===== config.mk =====
export PLATFORM = sky130hd
export DESIGN_NAME = synth_param_writer_flat
export DESIGN_NICKNAME = d
export VERILOG_FILES = /design/src/rtl/synth_param_writer_if.sv /design/src/rtl/synth_param_writer.sv /design/src/flat_wrapper.sv
export SDC_FILE = /design/constraint.sdc
export NUM_CORES = 1
export LEC_CHECK = 0
export BUFFER_PORTS_ARGS = -buffer_cell sky130_fd_sc_hd__buf_2
export CAP_MARGIN = 10
export CELL_PAD_IN_SITES_DETAIL_PLACEMENT = 0
export CELL_PAD_IN_SITES_GLOBAL_PLACEMENT = 1
export CORE_UTILIZATION = 56
export CTS_CLUSTER_DIAMETER = 150
export DETAILED_ROUTE_END_ITERATION = 8
export PLACE_DENSITY_LB_ADDON = 0.3
export SYNTH_ARGS = -nofsm -noshare
export SYNTH_HDL_FRONTEND = slang
export SYNTH_SLANG_ARGS = --single-unit

===== constraint.sdc =====
create_clock -name iCLK -period 6.75 [get_ports iCLK]
set_input_delay 0.675 -clock iCLK [delete_from_list [all_inputs] [get_ports iCLK]]
set_output_delay 0.675 -clock iCLK [all_outputs]
set_load 0.01 [all_outputs]

===== src/rtl/synth_param_writer_if.sv =====
// Parameter-write bus for the synth engine: request stream plus the strobed register-write port.
// The master is the writer. The slave is the front end and the parameter registers.
interface synth_param_writer_if;
  logic       in_valid;
  logic       in_ready;
  logic [1:0] in_bank;
  logic [6:0] in_adr;
  logic [7:0] in_data;
  logic [7:0] data;
  logic [6:0] adr;
  logic       write;
  logic       osc_sel;
  logic       com_sel;
  logic       m1_sel;
  logic       m2_sel;

  modport master (
    input  in_valid, in_bank, in_adr, in_data,
    output in_ready, data, adr, write, osc_sel, com_sel, m1_sel, m2_sel
  );

  modport slave (
    output in_valid, in_bank, in_adr, in_data,
    input  in_ready, data, adr, write, osc_sel, com_sel, m1_sel, m2_sel
  );
endinterface


===== src/rtl/synth_param_writer.sv =====
// Buffers parameter requests in a FIFO and replays each one as a setup/strobe/hold write cycle.
// Optional macro PARAM_WR_DROP_EN: drop requests that arrive while full and pulse overflow.
module synth_param_writer #(
  parameter int FIFO_DEPTH = 8,
  parameter int SETUP_CYC  = 2,
  parameter int STROBE_CYC = 2,
  parameter int HOLD_CYC   = 2
) (
  input  logic                 iCLK,
  input  logic                 iRST,
  synth_param_writer_if.master bus,
  output logic                 busy,
  output logic                 overflow
);

  localparam int PTR_W   = $clog2(FIFO_DEPTH);
  localparam int MAX_CYC = (SETUP_CYC > STROBE_CYC)
                         ? ((SETUP_CYC > HOLD_CYC) ? SETUP_CYC : HOLD_CYC)
                         : ((STROBE_CYC > HOLD_CYC) ? STROBE_CYC : HOLD_CYC);
  localparam int CNT_W   = (MAX_CYC > 1) ? $clog2(MAX_CYC) : 1;

  typedef struct packed {
    logic [1:0] bank;
    logic [6:0] adr;
    logic [7:0] data;
  } req_t;

  typedef enum logic [1:0] {IDLE, SETUP, STROBE, HOLD} state_t;

  req_t           mem [FIFO_DEPTH];
  logic [PTR_W:0] wr_ptr, vis_ptr, rd_ptr;
  logic           full, avail, push, pop;
  req_t           head;

  state_t         state;
  logic [CNT_W-1:0] cnt;
  logic [7:0]     data_q;
  logic [6:0]     adr_q;
  logic           write_q;
  logic [3:0]     sel_q;

  // vis_ptr trails wr_ptr by one cycle so a new entry reaches the FSM one cycle after acceptance.
  assign full  = (wr_ptr - rd_ptr) == (PTR_W + 1)'(FIFO_DEPTH);
  assign avail = (vis_ptr != rd_ptr);
  assign head  = mem[rd_ptr[PTR_W-1:0]];
  assign push  = bus.in_valid && !full && !iRST;
  assign pop   = (state == IDLE) && avail && !iRST;
  assign busy  = (state != IDLE) || (wr_ptr != rd_ptr);

`ifdef PARAM_WR_DROP_EN
  assign bus.in_ready = !iRST;
  assign overflow     = !iRST && bus.in_valid && full;
`else
  assign bus.in_ready = !iRST && !full;
  assign overflow     = 1'b0;
`endif

  // NOTE: storage has no reset; pointers alone define which entries are valid.
  always_ff @(posedge iCLK) begin
    if (push) mem[wr_ptr[PTR_W-1:0]] <= '{bus.in_bank, bus.in_adr, bus.in_data};
  end

  // NOTE: sequential state uses non-blocking assignments so every register samples pre-edge values.
  always_ff @(posedge iCLK) begin
    if (iRST) begin
      wr_ptr  <= '0;
      vis_ptr <= '0;
      rd_ptr  <= '0;
    end else begin
      if (push) wr_ptr <= wr_ptr + (PTR_W + 1)'(1);
      vis_ptr <= wr_ptr;
      if (pop) rd_ptr <= rd_ptr + (PTR_W + 1)'(1);
    end
  end

  always_ff @(posedge iCLK) begin
    if (iRST) begin
      state   <= IDLE;
      cnt     <= '0;
      data_q  <= '0;
      adr_q   <= '0;
      write_q <= 1'b1;
      sel_q   <= '0;
    end else begin
      case (state)
        IDLE: if (avail) begin
          data_q <= head.data;
          adr_q  <= head.adr;
          sel_q  <= 4'b0001 << head.bank;
          cnt    <= CNT_W'(SETUP_CYC - 1);
          state  <= SETUP;
        end
        SETUP: if (cnt == '0) begin
          write_q <= 1'b0;
          cnt     <= CNT_W'(STROBE_CYC - 1);
          state   <= STROBE;
        end else cnt <= cnt - CNT_W'(1);
        STROBE: if (cnt == '0) begin
          write_q <= 1'b1;
          cnt     <= CNT_W'(HOLD_CYC - 1);
          state   <= HOLD;
        end else cnt <= cnt - CNT_W'(1);
        HOLD: if (cnt == '0) begin
          sel_q <= '0;
          state <= IDLE;
        end else cnt <= cnt - CNT_W'(1);
        default: state <= IDLE;
      endcase
    end
  end

  assign bus.data    = data_q;
  assign bus.adr     = adr_q;
  assign bus.write   = write_q;
  assign bus.osc_sel = sel_q[0];
  assign bus.com_sel = sel_q[1];
  assign bus.m1_sel  = sel_q[2];
  assign bus.m2_sel  = sel_q[3];

endmodule

===== src/flat_wrapper.sv =====
// flat-port wrapper written by rule: the top's interface ports become plain ports
module synth_param_writer_flat 
#(
  parameter int FIFO_DEPTH = 8,
  parameter int SETUP_CYC  = 2,
  parameter int STROBE_CYC = 2,
  parameter int HOLD_CYC   = 2
)
  (iCLK, iRST, busy, overflow, bus_in_valid, bus_in_bank, bus_in_adr, bus_in_data, bus_in_ready, bus_data, bus_adr, bus_write, bus_osc_sel, bus_com_sel, bus_m1_sel, bus_m2_sel);
  synth_param_writer_if bus_i ();
  input  logic iCLK;
  input  logic iRST;
  output logic busy;
  output logic overflow;
  input wire logic [$bits(bus_i.in_valid)-1:0] bus_in_valid;
  input wire logic [$bits(bus_i.in_bank)-1:0] bus_in_bank;
  input wire logic [$bits(bus_i.in_adr)-1:0] bus_in_adr;
  input wire logic [$bits(bus_i.in_data)-1:0] bus_in_data;
  output wire logic [$bits(bus_i.in_ready)-1:0] bus_in_ready;
  output wire logic [$bits(bus_i.data)-1:0] bus_data;
  output wire logic [$bits(bus_i.adr)-1:0] bus_adr;
  output wire logic [$bits(bus_i.write)-1:0] bus_write;
  output wire logic [$bits(bus_i.osc_sel)-1:0] bus_osc_sel;
  output wire logic [$bits(bus_i.com_sel)-1:0] bus_com_sel;
  output wire logic [$bits(bus_i.m1_sel)-1:0] bus_m1_sel;
  output wire logic [$bits(bus_i.m2_sel)-1:0] bus_m2_sel;
  assign bus_i.in_valid = bus_in_valid;
  assign bus_i.in_bank = bus_in_bank;
  assign bus_i.in_adr = bus_in_adr;
  assign bus_i.in_data = bus_in_data;
  assign bus_in_ready = bus_i.in_ready;
  assign bus_data = bus_i.data;
  assign bus_adr = bus_i.adr;
  assign bus_write = bus_i.write;
  assign bus_osc_sel = bus_i.osc_sel;
  assign bus_com_sel = bus_i.com_sel;
  assign bus_m1_sel = bus_i.m1_sel;
  assign bus_m2_sel = bus_i.m2_sel;
  synth_param_writer #(.FIFO_DEPTH(FIFO_DEPTH), .SETUP_CYC(SETUP_CYC), .STROBE_CYC(STROBE_CYC), .HOLD_CYC(HOLD_CYC)) u_core (.iCLK(iCLK), .iRST(iRST), .bus(bus_i), .busy(busy), .overflow(overflow));
endmodule

==> impl_metrics.yaml, run 1 <==
clock_tree:
  cts_max_path_buffers: 2
  holdBufCountCts: 0
  cts_root_buffer: "clkbuf_16"
  htreeDepth: 4
  post_cts_buffers: 0
  clk-insertion-delay-late_ps: 430
  cts.sinks: 174
  cts_buffers: 17
  cts_tree: "done"
  cts.clk_slew.worst_paths_ps: 60
  ctsResizeCount: 0
timing:
  worst_slew_pin_slew_ps: 814
  period_needed_ps: 2970
  finalSetupViolCount: 0
  slew_viol_final: 0
  fin_crit_sh_pct: 44.1
  grt_setup_unrepaired: "no"
  clock.fmax_mhz: 336
  setup_tns_ps: 0
  relSlewSlack_pct: 45.4
  timing.hold.ws_ps: 469
  final_hold_viol_count: 0
  finClkSkew_ps: 11.5
logic_synthesis:
  ys_ff_latch: 174
  syn_area_per_cell_um2: 18.0
  synth_top_area_cell: "edfxtp_1"
  synthCells: 377
  syn_area_um2: 6770
  synth_seq_area_share_pct: 71.5
  ys.flop_type: "edfxtp_1"
  yosys-top-cells-area: "edfxtp_1 (60%), mux4_2 (11%), dfxtp_1 (11%), mux2i_1 (2.8%), a211oi_1 (1.9%)"
  synth_edf_count: 136
  ys_types: 41
  yosysWarnings: 0
  syn-num-nets: 407
  synthArstFlopShare_pct: 0
  synth_top_area_share_pct: 60.3
drt:
  avgViaCountPerCell: 5.94
  wl_met3_um: 648
  drt_pass1_iterations: 6
  wl_met1_mm: 5.38
  highest-signal-layer: "met4"
  antenna_left: 0
  drc: 3
  wl_mm: 12.4
  route.vias.total: 3482
  wl_met2_mm: 6.22
  drt-initial-drc-count: 234
  wl_per_cell_um: 21.2
grt:
  grt-ovfl-total: 0
  grt_max_degree: 39
  grt_pass1_wl_mm: 19.8
  antenna_found_initial: 0
  grt.total_usage_pct: 22.1
  grt_pass1_vias: 3583
floorplanning:
  die_w_um: 112
  core-area_um2: 11600
  initial_core_util_pct: 58.3
  fp-row-count: 39
  ioPinCount: 43
  chipHeight_um: 112
  die_area_um2: 12500
power:
  max-vdd-ir-drop_v: 0.000240
  p_total_mw: 2.82
  p_clk_share_pct: 35.6
  p_leak_nw: 2.65
  p_sw_uw: 757
  power_density_nw_per_um2: 360
  switching_share_pct: 26.9
  p_int_mw: 2.06
  seqPwrFrac_pct: 45.8
  p_comb_share_pct: 18.6
outcome:
  violations: "design-rule violations"
  status: "finished with violations"
setup_path:
  path_max_fanout: 7
  cp.arrival_ps: 2300
  regToRegSetupSlack_ps: 3810
  worstPathRequired_ps: 6070
  end_kind: "output port"
  start_kind: "flop"
  critPathKind: "reg -> out"
worst_hold_path:
  hold_class: "reg -> reg"
finish:
  synthToLayoutAreaGrowth_pct: 15.5
  layout_common_cells: "edfxtp_1 (136), buf_2 (42), dfxtp_1 (37)"
  fin_util_pct: 67.3
  final_common_cell: "edfxtp_1"
  stdcell_count: 586
  antenna_cells: 0
  drive_gt1_share_pct: 30.5
  layout.nets: 460
placed_design:
  dp.cells: 553
  gp_congestion: 0.809
  port_buffers: 41
  hpwl_mm: 7.50
job:
  maxCapViolations: 0
[area by class of cell]
| cell class | count | area [um2] |
|---|---|---|
| fill | 786 | 3790 |
| inverter | 9 | 33.8 |
| clock buffer | 17 | 425 |
| clock inverter | 15 | 189 |
| tap | 143 | 179 |
| multi-input combinational | 174 | 1850 |
| timing repair buffer | 54 | 300 |
| sequential | 174 | 4850 |
[cells by family (layout without fill, tap and decap cells)]
logic type	Yosys count	count (layout)	synth area share [%]
other cells	1	1	0.0554
xor+xnor	10	10	1.51
flops	174	174	71.5
buf+inv	29	95	1.87
mux	56	56	14.7
fa+ha+maj	10	10	1.85
compound gates	36	36	4.25
simple gates	61	61	4.27
[cell usage after synthesis, drive strengths merged, types with 6 or more instances]
library cell / instances
a211oi: 17
buf: 11
clkbuf: 9
dfxtp: 38
edfxtp: 136
ha: 10
inv: 9
mux2i: 19
mux4: 34
nand2: 7
nor2: 31
xor2: 6
[state kept, by name, summed over array words and instances, names as in the netlist, named ones only]
name and cells:
u_core.wr_ptr 4, u_core.bus.data 8, u_core.bus.write 1, u_core.cnt 1, u_core.vis_ptr 4, u_core.rd_ptr 4
u_core.bus.adr 7, u_core.mem 136, u_core.sel_q 4, u_core.state 2
[per-stage QoR]
step	instance area (um2)	setup WS [ps]
detailed placement	7200	3410
global placement	7200	3600
CTS	7820	3400
global route	7820	3620
floorplan	6770	3100
finish	7820	3780
[final timing paths]
kind	endpoint	startpoint	cells after the start
max	bus_in_ready	u_core.wr_ptr[2]	6
min	u_core.sel_q[1]	u_core.sel_q[1]	1
max reg2reg	u_core.mem[6][7]	u_core.wr_ptr[1]	6
min reg2reg	u_core.sel_q[1]	u_core.sel_q[1]	1
[per-layer routing]
layer | vias to the layer above | GRT usage [%]
met5 | - | 0
met4 | 0 | 8.80
met3 | 15 | 5.23
met2 | 100 | 36.1
met1 | 1769 | 28.9
li1 | 1598 | -
[power groups by stage]
stage	combinational, mW	sequential [mW]	clock (mW)
after floorplan	0.348	1.33	0
after global placement	0.522	1.31	0
after detailed placement	0.530	1.31	0
after CTS	0.534	1.29	1.02
after global routing	0.582	1.30	1.06
final	0.524	1.29	1.00
[critical path, stage by stage, from the launching register on]
cell and delay [ps]:
dfxtp_1 510, ha_1 240, xor3_1 300, or3_4 390, o21ai_0 150, a21oi_1 100, buf_2 180
Power figures use the tool's default switching activity.
==> inputs of run 2 (changes only) <==
Settings changed: CORE_UTILIZATION 56 to 47.
Clock period 6.75 ns to 2.4 ns, I/O delays scaled along.
==> impl_metrics.yaml, run 2 (synthesized netlist as in run 1, its figures left out) <==
finish:
  fill_cells: 1030
  layout.nets: 493
  ff_latch_area_um2: 4860
  synthToLayoutAreaGrowth_pct: 23.8
  drive_gt1_share_pct: 37.0
  largest_register_ffs: 136
  antenna_cells: 0
  multi_input_area_um2: 1940
  layout_common_cells: "edfxtp_1 (136), buf_2 (41), mux4_2 (34)"
  fin_util_pct: 59.9
  final_common_cell: "edfxtp_1"
clock_tree:
  htreeDepth: 4
  cts_max_path_buffers: 2
  holdBufCountCts: 0
  clk-insertion-delay-late_ps: 430
  cts_tree: "done"
  cts.clk_slew.worst_paths_ps: 60
  cts.sinks: 174
  cts_root_buffer: "clkbuf_16"
  cts_buffers: 17
job:
  maxCapViolations: 0
worst_hold_path:
  whs_path_depth: 1
  hold_class: "in -> reg"
  hold_end: "u_core.mem[0][15]"
  hp-start: "bus_in_bank[0]"
power:
  p_total_mw: 7.93
  max-vdd-ir-drop_v: 0.000673
  power_density_nw_per_um2: 947
  p_leak_nw: 2.89
grt:
  grt_pass1_vias: 3591
  top_usage_layer: "met2"
  grtUsageMet1_pct: 27.1
  antenna_found_initial: 0
  use_met3_pct: 4.35
  grt_pass1_wl_mm: 20.6
  grt-ovfl-total: 0
  grt_max_degree: 37
  grt.total_usage_pct: 19.8
  grt_use_met2_pct: 30.9
timing:
  grt_setup_unrepaired: "no"
  worst_slew_pin_slew_ps: 792
  slew_viol_final: 0
  relSlewSlack_pct: 47.0
  period_needed_ps: 2330
  finalSetupViolCount: 0
  clock.fmax_mhz: 429
  final_hold_viol_count: 0
  fin_crit_sh_pct: 97.1
  finClkSkew_ps: 9.33
drt:
  wl_mm: 13.3
  wl_per_cell_um: 20.3
  avgViaCountPerCell: 5.46
  route.vias.total: 3584
  drc: 0
  drt-initial-drc-count: 193
  drt_pass1_iterations: 4
  antenna_left: 0
floorplanning:
  die_area_um2: 14900
  fp-row-count: 43
  initial_core_util_pct: 48.4
  chipHeight_um: 122
  ioPinCount: 43
  die_w_um: 122
  core-area_um2: 14000
placed_design:
  hpwl_mm: 8.49
  port_buffers: 41
  gp_congestion: 0.763
setup_path:
  rr_worst_depth: 10
  cpPeakStageDelay_ps: 340
  crit_chain: "inv_1 > ha_1 > and2_1 > o2111ai_2 > o311ai_4 > buf_12 > buf_8 > nor4_4 > buf_4 > clkbuf_16"
  regToRegEndpoint: "u_core.mem[1][8]"
  slowest_stage: "dfxtp_4"
  start_kind: "flop"
  path_max_fanout: 8
  regToRegSetupSlack_ps: 70
  crit_buf_inv: 5
  critPathKind: "reg -> reg"
  crit_start: "u_core.wr_ptr[0]"
  worstPathRequired_ps: 2540
  end_kind: "flop"
  cp.arrival_ps: 2470
  r2r_start: "u_core.wr_ptr[0]"
  cp_top_family: "buffers and inverters"
outcome:
  status: "finished clean"
-- run 2: cell count changes in the layout (fill, tap and decap cells not counted), sizes merged --
cell / delta
inv: +4
clkinv: -4
buf: +31
clkbuf: +2
bufinv: -2
clkinvlp: +2
-- run 2: area by class of cell --
| class | instances | share of cell area [%] |
|---|---|---|
| clock buffers | 17 | 5.08 |
| clock inverters | 15 | 1.82 |
| inverters | 9 | 0.403 |
| multi-input cells | 174 | 23.1 |
| flip-flops and latches | 174 | 57.9 |
| well taps | 180 | 2.69 |
| repair buffers | 87 | 8.96 |
-- run 2: worst max-delay path by stage --
stage,endpoint,slack (ps),cells past startpoint
after floorplan,u_core.mem[1][0],6,6
after global placement,u_core.mem[6][10],-90,7
after detailed placement,u_core.mem[5][12],-190,7
after CTS,u_core.mem[1][8],20,9
after global routing,u_core.mem[5][1],9,8
final,u_core.mem[1][8],70,10
-- run 2: report_power, final --
group	total [mW]	switching, mW	internal, mW
Sequential	3.64	0.158	3.49
Clock	2.65	1.19	1.46
Combinational	1.64	0.844	0.793
-- run 2: timing repair --
item,in CTS,in global routing
pin swaps,8,5
gates cloned,1,1
resized for setup,4,3
setup endpoints to repair,131,51
buffers inserted,12,2
-- run 2: through the flow --
| step | worst slack (ps) | TNS [ps] | area [um2] | hold WS [ps] | std cells |
|---|---|---|---|---|---|
| 6_report | 70.3 | 0 | 8380 | 86.0 | 656 |
| 5_1_grt | 9.36 | 0 | 8380 | 85.0 | 656 |
| 4_1_cts | 17.1 | 0 | 8330 | 68.1 | 653 |
| 3_5_place_dp | -195 | -11860 | 7580 | 451 | 608 |
| 3_3_place_gp | -92.1 | -4450 | 7580 | 448 | 608 |
| 2_1_floorplan | 6.32 | 0 | 6910 | 339 | 377 |
-- run 2: routing by layer --
metal,wire (um),part of all wire (%)
met5,0,0
met3,528,4.0
met4,173,1.3
met1,6030,45
met2,6560,49
-- run 2: worst register-to-register path, stage by stage, from the launching register on --
cell       delay, ps
dfxtp_4          340
inv_1             50
ha_1             300
and2_1           190
o2111ai_2        110
o311ai_4         140
buf_12           160
buf_8            120
nor4_4           290
buf_4            180
clkbuf_16        150
